**config.mk**
```make
export PLATFORM = sky130hd
export DESIGN_NAME = controller_sequencer_flat
export DESIGN_NICKNAME = d
export VERILOG_FILES = /design/src/rtl/controller_sequencer_if.sv /design/src/rtl/controller_sequencer.sv /design/src/flat_wrapper.sv
export SDC_FILE = /design/constraint.sdc
export NUM_CORES = 1
export LEC_CHECK = 0
export ABC_AREA = 0
export CAP_MARGIN = 20
export CORE_MARGIN = 2
export CORE_UTILIZATION = 42
export DETAILED_ROUTE_END_ITERATION = 10
export GPL_ROUTABILITY_DRIVEN = 1
export HOLD_SLACK_MARGIN = 0.08
export MAX_ROUTING_LAYER = met4
export PLACE_DENSITY = 0.84
export SETUP_SLACK_MARGIN = 0.4
export SLEW_MARGIN = 10
export SYNTH_ARGS = -nofsm -noshare
export SYNTH_HDL_FRONTEND = slang
export SYNTH_SLANG_ARGS = --single-unit
```
**constraint.sdc**
```tcl
create_clock -name clk -period 2.5 [get_ports clk]
set_input_delay 0.5 -clock clk [delete_from_list [all_inputs] [get_ports clk]]
set_output_delay 0.5 -clock clk [all_outputs]
set_load 0.01 [all_outputs]
```
**src/rtl/controller_sequencer_if.sv**
```systemverilog
// controller_sequencer_if
// Control bundle between the SAP-1 controller/sequencer and its datapath.
//   opcode   : IR upper nibble (datapath -> controller)
//   t_state  : one-hot ring state, bit0 = T1 .. bit5 = T6
//   pc_inc, pc_en, mar_load, ram_en, ir_load, ir_en, a_load, a_en,
//   alu_sub, alu_en, b_load, out_load : active-high control lines
//   halted   : machine stopped by HLT
// Modports: master = controller side, slave = datapath side.
interface controller_sequencer_if;
    logic [3:0] opcode;
    logic [5:0] t_state;
    logic       pc_inc;
    logic       pc_en;
    logic       mar_load;
    logic       ram_en;
    logic       ir_load;
    logic       ir_en;
    logic       a_load;
    logic       a_en;
    logic       alu_sub;
    logic       alu_en;
    logic       b_load;
    logic       out_load;
    logic       halted;

    modport master (
        input  opcode,
        output t_state, pc_inc, pc_en, mar_load, ram_en, ir_load, ir_en,
               a_load, a_en, alu_sub, alu_en, b_load, out_load, halted
    );

    modport slave (
        output opcode,
        input  t_state, pc_inc, pc_en, mar_load, ram_en, ir_load, ir_en,
               a_load, a_en, alu_sub, alu_en, b_load, out_load, halted
    );
endinterface

```
**src/rtl/controller_sequencer.sv**
```systemverilog
// controller_sequencer
// SAP-1 controller/sequencer: six-state one-hot ring counter (T1..T6) plus
// instruction decoder driving all datapath load/enable/ALU-mode lines.
// Ports:
//   clk   : system clock, rising-edge
//   reset : synchronous, active-high; overrides everything
//   bus   : controller_sequencer_if.master (opcode in; t_state, controls,
//           halted out)
// Optional feature macro: CTRL_EARLY_FETCH_EN
//   defined   -> LDA returns to T1 after T5, OUT and NOP after T4
//   undefined -> every non-HLT instruction walks all six states
module controller_sequencer (
    input  logic                          clk,
    input  logic                          reset,
    controller_sequencer_if.master        bus
);

    typedef enum logic [5:0] {
        T1 = 6'b000001,
        T2 = 6'b000010,
        T3 = 6'b000100,
        T4 = 6'b001000,
        T5 = 6'b010000,
        T6 = 6'b100000
    } t_state_e;

    localparam logic [3:0] OP_LDA = 4'b0000;
    localparam logic [3:0] OP_ADD = 4'b0001;
    localparam logic [3:0] OP_SUB = 4'b0010;
    localparam logic [3:0] OP_OUT = 4'b1110;
    localparam logic [3:0] OP_HLT = 4'b1111;

    t_state_e state;
    logic     halted;

    logic is_lda, is_add, is_sub, is_out, is_hlt, is_nop;

    always_comb begin
        is_lda = (bus.opcode == OP_LDA);
        is_add = (bus.opcode == OP_ADD);
        is_sub = (bus.opcode == OP_SUB);
        is_out = (bus.opcode == OP_OUT);
        is_hlt = (bus.opcode == OP_HLT);
        is_nop = !(is_lda || is_add || is_sub || is_out || is_hlt);
    end

    always_ff @(posedge clk) begin
        if (reset) begin
            state  <= T1;
            halted <= 1'b0;
        end else if (!halted) begin
            case (state)
                T1: state <= T2;
                T2: state <= T3;
                T3: state <= T4;
                T4: begin
                    // HLT freezes the ring in T4; only reset releases it.
                    if (is_hlt) begin
                        halted <= 1'b1;
`ifdef CTRL_EARLY_FETCH_EN
                    end else if (is_out || is_nop) begin
                        state <= T1;
`endif
                    end else begin
                        state <= T5;
                    end
                end
                T5: begin
`ifdef CTRL_EARLY_FETCH_EN
                    if (is_lda)
                        state <= T1;
                    else
                        state <= T6;
`else
                    state <= T6;
`endif
                end
                T6:      state <= T1;
                default: state <= T1;
            endcase
        end
    end

    always_comb begin
        bus.pc_inc   = 1'b0;
        bus.pc_en    = 1'b0;
        bus.mar_load = 1'b0;
        bus.ram_en   = 1'b0;
        bus.ir_load  = 1'b0;
        bus.ir_en    = 1'b0;
        bus.a_load   = 1'b0;
        bus.a_en     = 1'b0;
        bus.alu_sub  = 1'b0;
        bus.alu_en   = 1'b0;
        bus.b_load   = 1'b0;
        bus.out_load = 1'b0;
        if (!halted) begin
            case (state)
                T1: begin
                    bus.pc_en    = 1'b1;
                    bus.mar_load = 1'b1;
                end
                T2: bus.pc_inc = 1'b1;
                T3: begin
                    bus.ram_en  = 1'b1;
                    bus.ir_load = 1'b1;
                end
                T4: begin
                    if (is_lda || is_add || is_sub) begin
                        bus.ir_en    = 1'b1;
                        bus.mar_load = 1'b1;
                    end else if (is_out) begin
                        bus.a_en     = 1'b1;
                        bus.out_load = 1'b1;
                    end
                end
                T5: begin
                    if (is_lda) begin
                        bus.ram_en = 1'b1;
                        bus.a_load = 1'b1;
                    end else if (is_add || is_sub) begin
                        bus.ram_en = 1'b1;
                        bus.b_load = 1'b1;
                    end
                end
                T6: begin
                    if (is_add || is_sub) begin
                        bus.alu_en  = 1'b1;
                        bus.a_load  = 1'b1;
                        bus.alu_sub = is_sub;
                    end
                end
                default: ;
            endcase
        end
    end

    assign bus.t_state = state;
    assign bus.halted  = halted;

endmodule

```
**src/flat_wrapper.sv**
```systemverilog
// flat-port wrapper written by rule: the top's interface ports become plain ports
module controller_sequencer_flat 
  (clk, reset, bus_opcode, bus_t_state, bus_pc_inc, bus_pc_en, bus_mar_load, bus_ram_en, bus_ir_load, bus_ir_en, bus_a_load, bus_a_en, bus_alu_sub, bus_alu_en, bus_b_load, bus_out_load, bus_halted);
  controller_sequencer_if bus_i ();
  input  logic clk;
  input  logic reset;
  input wire logic [$bits(bus_i.opcode)-1:0] bus_opcode;
  output wire logic [$bits(bus_i.t_state)-1:0] bus_t_state;
  output wire logic [$bits(bus_i.pc_inc)-1:0] bus_pc_inc;
  output wire logic [$bits(bus_i.pc_en)-1:0] bus_pc_en;
  output wire logic [$bits(bus_i.mar_load)-1:0] bus_mar_load;
  output wire logic [$bits(bus_i.ram_en)-1:0] bus_ram_en;
  output wire logic [$bits(bus_i.ir_load)-1:0] bus_ir_load;
  output wire logic [$bits(bus_i.ir_en)-1:0] bus_ir_en;
  output wire logic [$bits(bus_i.a_load)-1:0] bus_a_load;
  output wire logic [$bits(bus_i.a_en)-1:0] bus_a_en;
  output wire logic [$bits(bus_i.alu_sub)-1:0] bus_alu_sub;
  output wire logic [$bits(bus_i.alu_en)-1:0] bus_alu_en;
  output wire logic [$bits(bus_i.b_load)-1:0] bus_b_load;
  output wire logic [$bits(bus_i.out_load)-1:0] bus_out_load;
  output wire logic [$bits(bus_i.halted)-1:0] bus_halted;
  assign bus_i.opcode = bus_opcode;
  assign bus_t_state = bus_i.t_state;
  assign bus_pc_inc = bus_i.pc_inc;
  assign bus_pc_en = bus_i.pc_en;
  assign bus_mar_load = bus_i.mar_load;
  assign bus_ram_en = bus_i.ram_en;
  assign bus_ir_load = bus_i.ir_load;
  assign bus_ir_en = bus_i.ir_en;
  assign bus_a_load = bus_i.a_load;
  assign bus_a_en = bus_i.a_en;
  assign bus_alu_sub = bus_i.alu_sub;
  assign bus_alu_en = bus_i.alu_en;
  assign bus_b_load = bus_i.b_load;
  assign bus_out_load = bus_i.out_load;
  assign bus_halted = bus_i.halted;
  controller_sequencer u_core (.clk(clk), .reset(reset), .bus(bus_i));
endmodule
```
Yosys cells after proc, flatten, opt, wreduce, memory -nomap -nowiden
Cells that the tools add are included.

Flip-flop bits (word level): 7.

Eq/ne operators: 11. Bitwise logic cells: 1. Reduce and logical (&&, ||, !) cells: 5. Mux-type cells: 35.

Operator list (count): 2-to-1 mux 1 bit (30); case mux 6 bit (5 select lines) (1); equality test 4 bit, second input constant (2); equality test 6 x 1 -> 1 bit, second input constant (1); equality test 6 x 2 -> 1 bit, second input constant (1); equality test 6 x 3 -> 1 bit, second input constant (1); equality test 6 x 4 -> 1 bit, second input constant (1); equality test 6 x 5 -> 1 bit, second input constant (1); equality test 6 bit, second input constant (1); 2-to-1 mux 6 bit (1); case mux 1 bit (2 select lines) (3); equality test 4 x 1 -> 1 bit, second input constant (1); equality test 4 x 2 -> 1 bit, second input constant (1); zero test 4 bit (1); logical OR 1 bit (3); != test 2 bit, second input constant (1); AND reduction 2 bit (1); NOT 1 bit (1).

Depth between registers and ports, before layout
Gate-level depths: netlist (run 1).

Depth in word-level cells: 6. Mapped depth: 5. Depth with buffers taken out: 4.

Least setup slack after synthesis (run 1)
No wires, ideal clock.

Kind: register to output. Start point: register u_core.state[0] (netlist: u_core.bus.t_state[0]). End point: output bus_out_load. Arrival: 1.446 ns. Setup slack: 0.554 ns. Stages on the path, launching flop included: 6. Cells stage by stage: dfxtp_1 buf_6 nor4b_2 nand2_1 nor3_1 buf_4.

Word-level cells in the longest chain between the ends: 3.

RTL lines: start: declaration (RTL line controller_sequencer.sv:33) `t_state_e state;`; start signal: assignment (RTL line controller_sequencer.sv:49) `state <= T1;`; start signal: assignment (RTL line controller_sequencer.sv:53) `T1: state <= T2;`; start signal: assignment (RTL line controller_sequencer.sv:54) `T2: state <= T3;`; equality test 6 x 4 -> 1 bit; 2-to-1 mux 1 bit (2 in series); end: declaration (RTL line flat_wrapper.sv:20) `output wire logic [$bits(bus_i.out_load)-1:0] bus_out_load;`.

No other way between the ends.

Worst setup path in the final report (run 1)
Start point: register u_core.state[0] (netlist: u_core.bus.t_state[0]). End point: output bus_mar_load.

Word-level cells in the longest chain between the ends: 3. Elaborated cells on any way between the ends: 4.

RTL lines: equality test 6 x 4 -> 1 bit / equality test 6 x 1 -> 1 bit (equally long branches) (RTL line controller_sequencer.sv:98) `case (state)`; case mux 1 bit (2 select lines) * (RTL line controller_sequencer.sv:98); 2-to-1 mux 1 bit * (RTL line controller_sequencer.sv:97) `if (!halted) begin`; end: declaration (RTL line flat_wrapper.sv:11) `output wire logic [$bits(bus_i.mar_load)-1:0] bus_mar_load;`.

Every way passes the cells marked *; elsewhere a longest branch is shown, timed or not.

==> flow_summary.json, run 1 <==
{
  "arrival_ns": 1.64,
  "drv_slew": 0,
  "num_antenna_cells": 0,
  "synth.area.mux_share": 0.01822,
  "powerDensity_nw_per_um2": 532.3,
  "clkTransAtPathRegs_ns": 0.05,
  "ys_seq_area_frac": 0.2551,
  "avgViaCountPerCell": 5.392,
  "synth-xor-area-share": 0.03189,
  "start_util": 0.4386,
  "status": "finished clean",
  "nNetsFinal": 122,
  "drv_cap": 0,
  "grt_max_degree": 11,
  "core_um2": 1252,
  "critical_path.slowest_cell": "dfxtp_4",
  "synth-compound-area-share": 0.1982,
  "dieWidth_um": 40.17,
  "clock.fmax_mhz": 467.0,
  "hold_violations": 0,
  "grtUsageTotal": 0.2604,
  "dp_hpwl_mm": 1.138,
  "hold-worst-slack_ns": 0.5255,
  "clock-root-buffer": "clkbuf_4",
  "die_h_um": 40.17,
  "postSynthAreaPerCell_um2": 7.629,
  "ios": 25,
  "clockBufferDepth": 2,
  "ys_ff_latch": 7,
  "cts_tree": "yes",
  "dr.pass1.iters": 4,
  "wl_mm": 1.942,
  "fin_crit_ns": 2.141,
  "tightest_slew_ns": 0.4363,
  "hold_path.class": "flip-flop to flip-flop",
  "port_buffers": 24,
  "clock_latency_ns": 0.25,
  "synth_fa_ha_area_frac": 0,
  "post-place-ws_ns": -0.1116,
  "ys_warn_count": 0,
  "synthCells": 72,
  "grt_pass1_wl_mm": 2.704,
  "ant_nets": 0,
  "required_ns": 2.00,
  "num_rows": 13,
  "ys_async_sr_fraction": 0,
  "tns_ns": 0,
  "peakVddDrop_mv": 0.3322,
  "vias": 701,
  "drive_gt1_frac": 0.4348,
  "cts_max_level": 1,
  "syn_nets": 78,
  "fin_util": 0.7872,
  "total_power_mw": 0.5249,
  "dpl-instance-area_um2": 818.3,
  "antenna_found_initial": 0,
  "wire_per_inst_um": 14.94,
  "ys.flop_type": "dfxtp_1",
  "post-route-period-util": 0.8565,
  "placed_cells": 111,
  "numCtsBuffers": 3,
  "gr-total-overflow": 0,
  "fin_worst_skew_ns": 0.002058,
  "drc": 0,
  "crit_path_max_fanout": 7,
  "rsz0062_at_grt": "true",
  "worst_slack_ns": 0.3589,
  "p_leak_nw": 0.4286,
  "synth_top_family_by_area": "simple AND/OR/NAND/NOR gates",
  "grt_pass1_vias": 617,
  "yosys.area_share.simple": 0.4055,
  "synth_edf_count": 0,
  "fin_area_um2": 985.9,
  "worstSetupEndpointType": "output port",
  "setup_viol": 0,
  "slew_headroom": 0.7084,
  "start_kind": "flip-flop",
  "synthDistinctLibCells": 31,
  "place.gp.congestion": 0.8402,
  "drt_iter0_drc": 13,
  "cts_sinks": 7,
  "postCtsHoldBufs": 0,
  "crit_chain": "nor3_4 > nand2_1 > or3_4 > o21ai_2 > buf_2",
  "n_fill_cell": 87,
  "fp.dieArea_um2": 1613,
  "layoutNonFillerInstCount": 130,
  "syn-cell-area_um2": 549.3,
  "syn_to_final_growth_pct": 79.50,
  "slowest_delay_ns": 0.38,
  "path_class": "flip-flop to output port"
}
report_power, final:
group / internal, mW / switching (mW)
Combinational: 0.138 / 0.116
Sequential: 0.131 / 0.0395
Clock: 0.0608 / 0.0394
Yosys cell counts (2+ instances only):
library cell / n / area (um2)
nand2b_1: 3 / 18.77
o21ai_1: 4 / 20.02
xor2_1: 2 / 17.52
nor3_1: 3 / 15.01
nand2_1: 10 / 37.54
nand3_1: 3 / 15.01
nor4b_2: 2 / 30.03
nor2_1: 8 / 30.03
o211ai_1: 2 / 15.01
inv_1: 4 / 15.01
a21oi_1: 3 / 15.01
dfxtp_1: 7 / 140.1
clkbuf_1: 2 / 7.510
nand3b_1: 2 / 15.01
critical path: cells and delay by family, from the launching register on:
kind            cells  cell delay (ns)
compound gates      1             0.14
simple gates        3             0.74
buf+inv             1             0.14
flops               1             0.38
path summary, 6_finish.rpt:
kind	from	end	slack (ns)	cells after the start
max	u_core.bus.t_state[0]	bus_mar_load	0.36	5
min	u_core.bus.t_state[2]	u_core.bus.t_state[2]	0.53	2
max reg2reg	u_core.bus.t_state[0]	u_core.bus.t_state[0]	0.45	12
min reg2reg	u_core.bus.t_state[2]	u_core.bus.t_state[2]	0.53	2
registers in the layout, summed over array words and instances (netlist names):
| register | flops |
|---|---|
| u_core.bus.halted | 1 |
| u_core.bus.t_state | 6 |
routing by layer:
metal / wire, um / track usage
met1: 871 / 0.3367
met2: 980 / 0.4032
met5: 0 / -
met3: 90 / 0.05000
met4: 0 / 0.08621
kinds of logic after synthesis:
kind of cell | count (synthesis)
mux | 1
flops | 7
xor+xnor | 2
compound gates | 15
simple gates | 37
buf+inv | 10
repair_timing:
action	CTS	global route
buffers inserted	10	5
pin swaps	6	6
gates resized for setup	44	10
endpoints found under the setup margin	12	8
cell usage in the layout (no fill, tap or decap), drive strengths merged:
cell / count
a211oi: 2
a21oi: 3
a31oi: 1
a41oi: 1
and3b: 1
and4bb: 1
buf: 25
clkbuf: 6
clkdlybuf4s15: 1
clkdlybuf4s50: 8
dfxtp: 7
dlygate4sd2: 9
inv: 4
mux2i: 1
nand2: 10
nand2b: 3
nand3: 3
nand3b: 2
nand4: 1
nor2: 8
nor2b: 1
nor3: 4
nor4b: 2
o211a: 1
o211ai: 2
o21ai: 4
o22ai: 1
or3: 1
xor2: 2
final cells by class:
type / count / area (um2) / area share
multi-input cells: 55 / 401.6 / 0.4074
repair buffers: 45 / 371.6 / 0.3769
well taps: 15 / 18.77 / 0.01904
clock buffers: 4 / 26.28 / 0.02665
flip-flops and latches: 7 / 152.6 / 0.1548
inverters: 4 / 15.01 / 0.01523
(Power assumes the default switching activity.)
==> inputs of run 2 (changes only) <==
- CORE_AREA: unset -> 2 2 39 41
- CORE_MARGIN: 2 -> unset
- CORE_UTILIZATION: 42 -> unset
- CTS_BUF_LIST: unset -> sky130_fd_sc_hd__clkbuf_4 sky130_fd_sc_hd__clkbuf_8
- CTS_CLUSTER_DIAMETER: unset -> 80
- DIE_AREA: unset -> 0 0 41 43
- PLACE_DENSITY: 0.84 -> 0.83
- clock period: 2.5 -> 2.6 ns (I/O delays scaled with it)
==> run 2 against run 1 <==
Clock-buffer cell count unchanged. Power increased by 4.8%. Hold slack got worse by 0.0057 ns. First-iteration DRC count increased by 62%. Global-route usage decreased by 5.3 points. Die area increased by 9.3%. Sequential share of layout area increased by 1.1 points.
==> flow_summary.json, run 2 (same netlist as run 1, synthesis figures left out) <==
{
  "fin_area_um2": 975.9,
  "wl_mm": 1.734,
  "drt_iter0_drc": 21,
  "vias": 668,
  "powerDensity_nw_per_um2": 563.4,
  "p_sw_frac": 0.3529,
  "clock.fmax_mhz": 467.6,
  "combPwrFrac": 0.522,
  "internal-power_mw": 0.3558,
  "timing.rr.end": "u_core.bus.t_state[4]",
  "antenna_found_initial": 0,
  "avgViaCountPerCell": 5.302,
  "rsz0062_at_grt": "true",
  "ios": 25,
  "required_ns": 2.08,
  "layout_common_cells": "buf_4, nand2_1, clkdlybuf4s50_1",
  "numCtsBuffers": 3,
  "wire_per_inst_um": 13.76,
  "arrival_ns": 1.62,
  "dpl-instance-area_um2": 804.5,
  "multiInputGateArea_um2": 401.6,
  "place.gp.congestion": 0.8121,
  "hold_path_end": "u_core.bus.t_state[2]",
  "clock_latency_ns": 0.24,
  "clkTransAtPathRegs_ns": 0.05,
  "syn_to_final_growth_pct": 77.68,
  "drv_cap": 0,
  "postCtsHoldBufs": 0,
  "dr.pass1.iters": 4,
  "largest_reg_flops": 6,
  "slew_headroom": 0.7909,
  "fin_worst_skew_ns": 0.003084,
  "grt_pass1_wl_mm": 2.573,
  "drv_slew": 0,
  "rr_startpoint": "u_core.bus.t_state[4]",
  "cts_max_level": 1,
  "p_leak_nw": 0.4497,
  "port_buffers": 24,
  "hold_violations": 0,
  "r2r_cells": 6,
  "cts_tree": "yes",
  "min_path_cells": 2,
  "grt_pass1_vias": 575,
  "fp.dieArea_um2": 1763,
  "drc": 0,
  "setup_viol": 0,
  "power_frac_clock": 0.189,
  "hold-worst-slack_ns": 0.5199,
  "num_antenna_cells": 0,
  "mostFrequentLayoutCell": "buf_4",
  "tns_ns": 0,
  "post-route-period-util": 0.8225,
  "crit_path_max_fanout": 6,
  "cts_sinks": 7,
  "hold_path.class": "flip-flop to flip-flop",
  "p_sw_mw": 0.1941,
  "die_h_um": 43,
  "core_um2": 1384,
  "start_util": 0.3969,
  "clock-root-buffer": "clkbuf_4",
  "dp_hpwl_mm": 1.096,
  "worst-r2r-setup-slack_ns": 1.07,
  "gr-total-overflow": 0,
  "seq_power_share": 0.289,
  "worstSetupEndpointType": "output port",
  "min_from": "u_core.bus.t_state[2]",
  "tightest_slew_ns": 0.3126,
  "nNetsFinal": 117,
  "status": "finished clean",
  "grt_max_degree": 11,
  "ant_nets": 0,
  "num_rows": 14,
  "peakVddDrop_mv": 0.3616,
  "clockBufferDepth": 2,
  "n_fill_cell": 98,
  "drive_gt1_frac": 0.4091,
  "path_class": "flip-flop to output port",
  "fin_util": 0.7052,
  "dieWidth_um": 41,
  "grtUsageTotal": 0.2079,
  "fin_crit_ns": 2.138,
  "start_kind": "flip-flop",
  "seq_area_um2": 161.4
}
[run 2: changes by cell type in the layout (fill, tap and decap cells not counted), sizes merged]
cell and change:
buf -6, dlymetal6s2s +4, clkdlybuf4s15 +1, dlygate4sd2 -3, clkbuf -1
[run 2: power by group through the flow]
| stage | clock, mW | sequential (mW) | combinational, mW |
|---|---|---|---|
| 4_1_cts | 0.109 | 0.159 | 0.252 |
| 2_1_floorplan | 0 | 0.140 | 0.138 |
| 3_3_place_gp | 0 | 0.164 | 0.194 |
| 5_1_grt | 0.116 | 0.162 | 0.304 |
| 3_5_place_dp | 0 | 0.165 | 0.197 |
| 6_report | 0.104 | 0.159 | 0.287 |
[run 2: layout make-up]
type | instances | share of cell area
Multi-Input combinational cell | 55 | 0.4115
Timing Repair Buffer | 40 | 0.3564
Inverter | 4 | 0.01538
Tap cell | 16 | 0.02051
Clock buffer | 4 | 0.03077
Sequential cell | 7 | 0.1654
[run 2: repair_timing]
action,CTS,global route
pin swaps,2,6
gates resized for setup,37,15
setup endpoints to repair,12,11
buffers inserted,6,6
[run 2: metal layers]
layer	global-route usage	up-vias	part of all wire
met5	-	-	0
met4	0.04000	0	0
met3	0.03141	0	0.029
met2	0.3094	12	0.52
met1	0.2941	321	0.45
li1	-	335	-
[run 2: worst max path at each step]
stage | start | end | slack (ns) | cells after the start
2_1_floorplan | u_core.bus.t_state[0] | bus_out_load | 0.63 | 5
3_3_place_gp | bus_opcode[2] | bus_out_load | 0.02 | 5
3_5_place_dp | bus_opcode[2] | bus_out_load | -0.02 | 5
4_1_cts | bus_opcode[2] | bus_out_load | 0.25 | 5
5_1_grt | u_core.bus.t_state[4] | bus_mar_load | 0.38 | 6
6_report | u_core.bus.t_state[4] | bus_mar_load | 0.46 | 6
[run 2: worst max-delay path: stages (launching register included)]
cell and delay, ns:
dfxtp_4 0.37, nor3_4 0.21, buf_6 0.12, nand2_1 0.06, or3_4 0.35, o21ai_1 0.13
buf_2 0.14
[run 2: stage by stage]
stage | worst slack, ns | power [mW] | std cells
floorplan | 0.6335 | 0.2776 | 72
global placement | 0.01762 | 0.3577 | 110
detailed placement | -0.01615 | 0.3627 | 110
CTS | 0.2514 | 0.5198 | 120
global route | 0.3759 | 0.5822 | 126
finish | 0.4616 | 0.5498 | 126
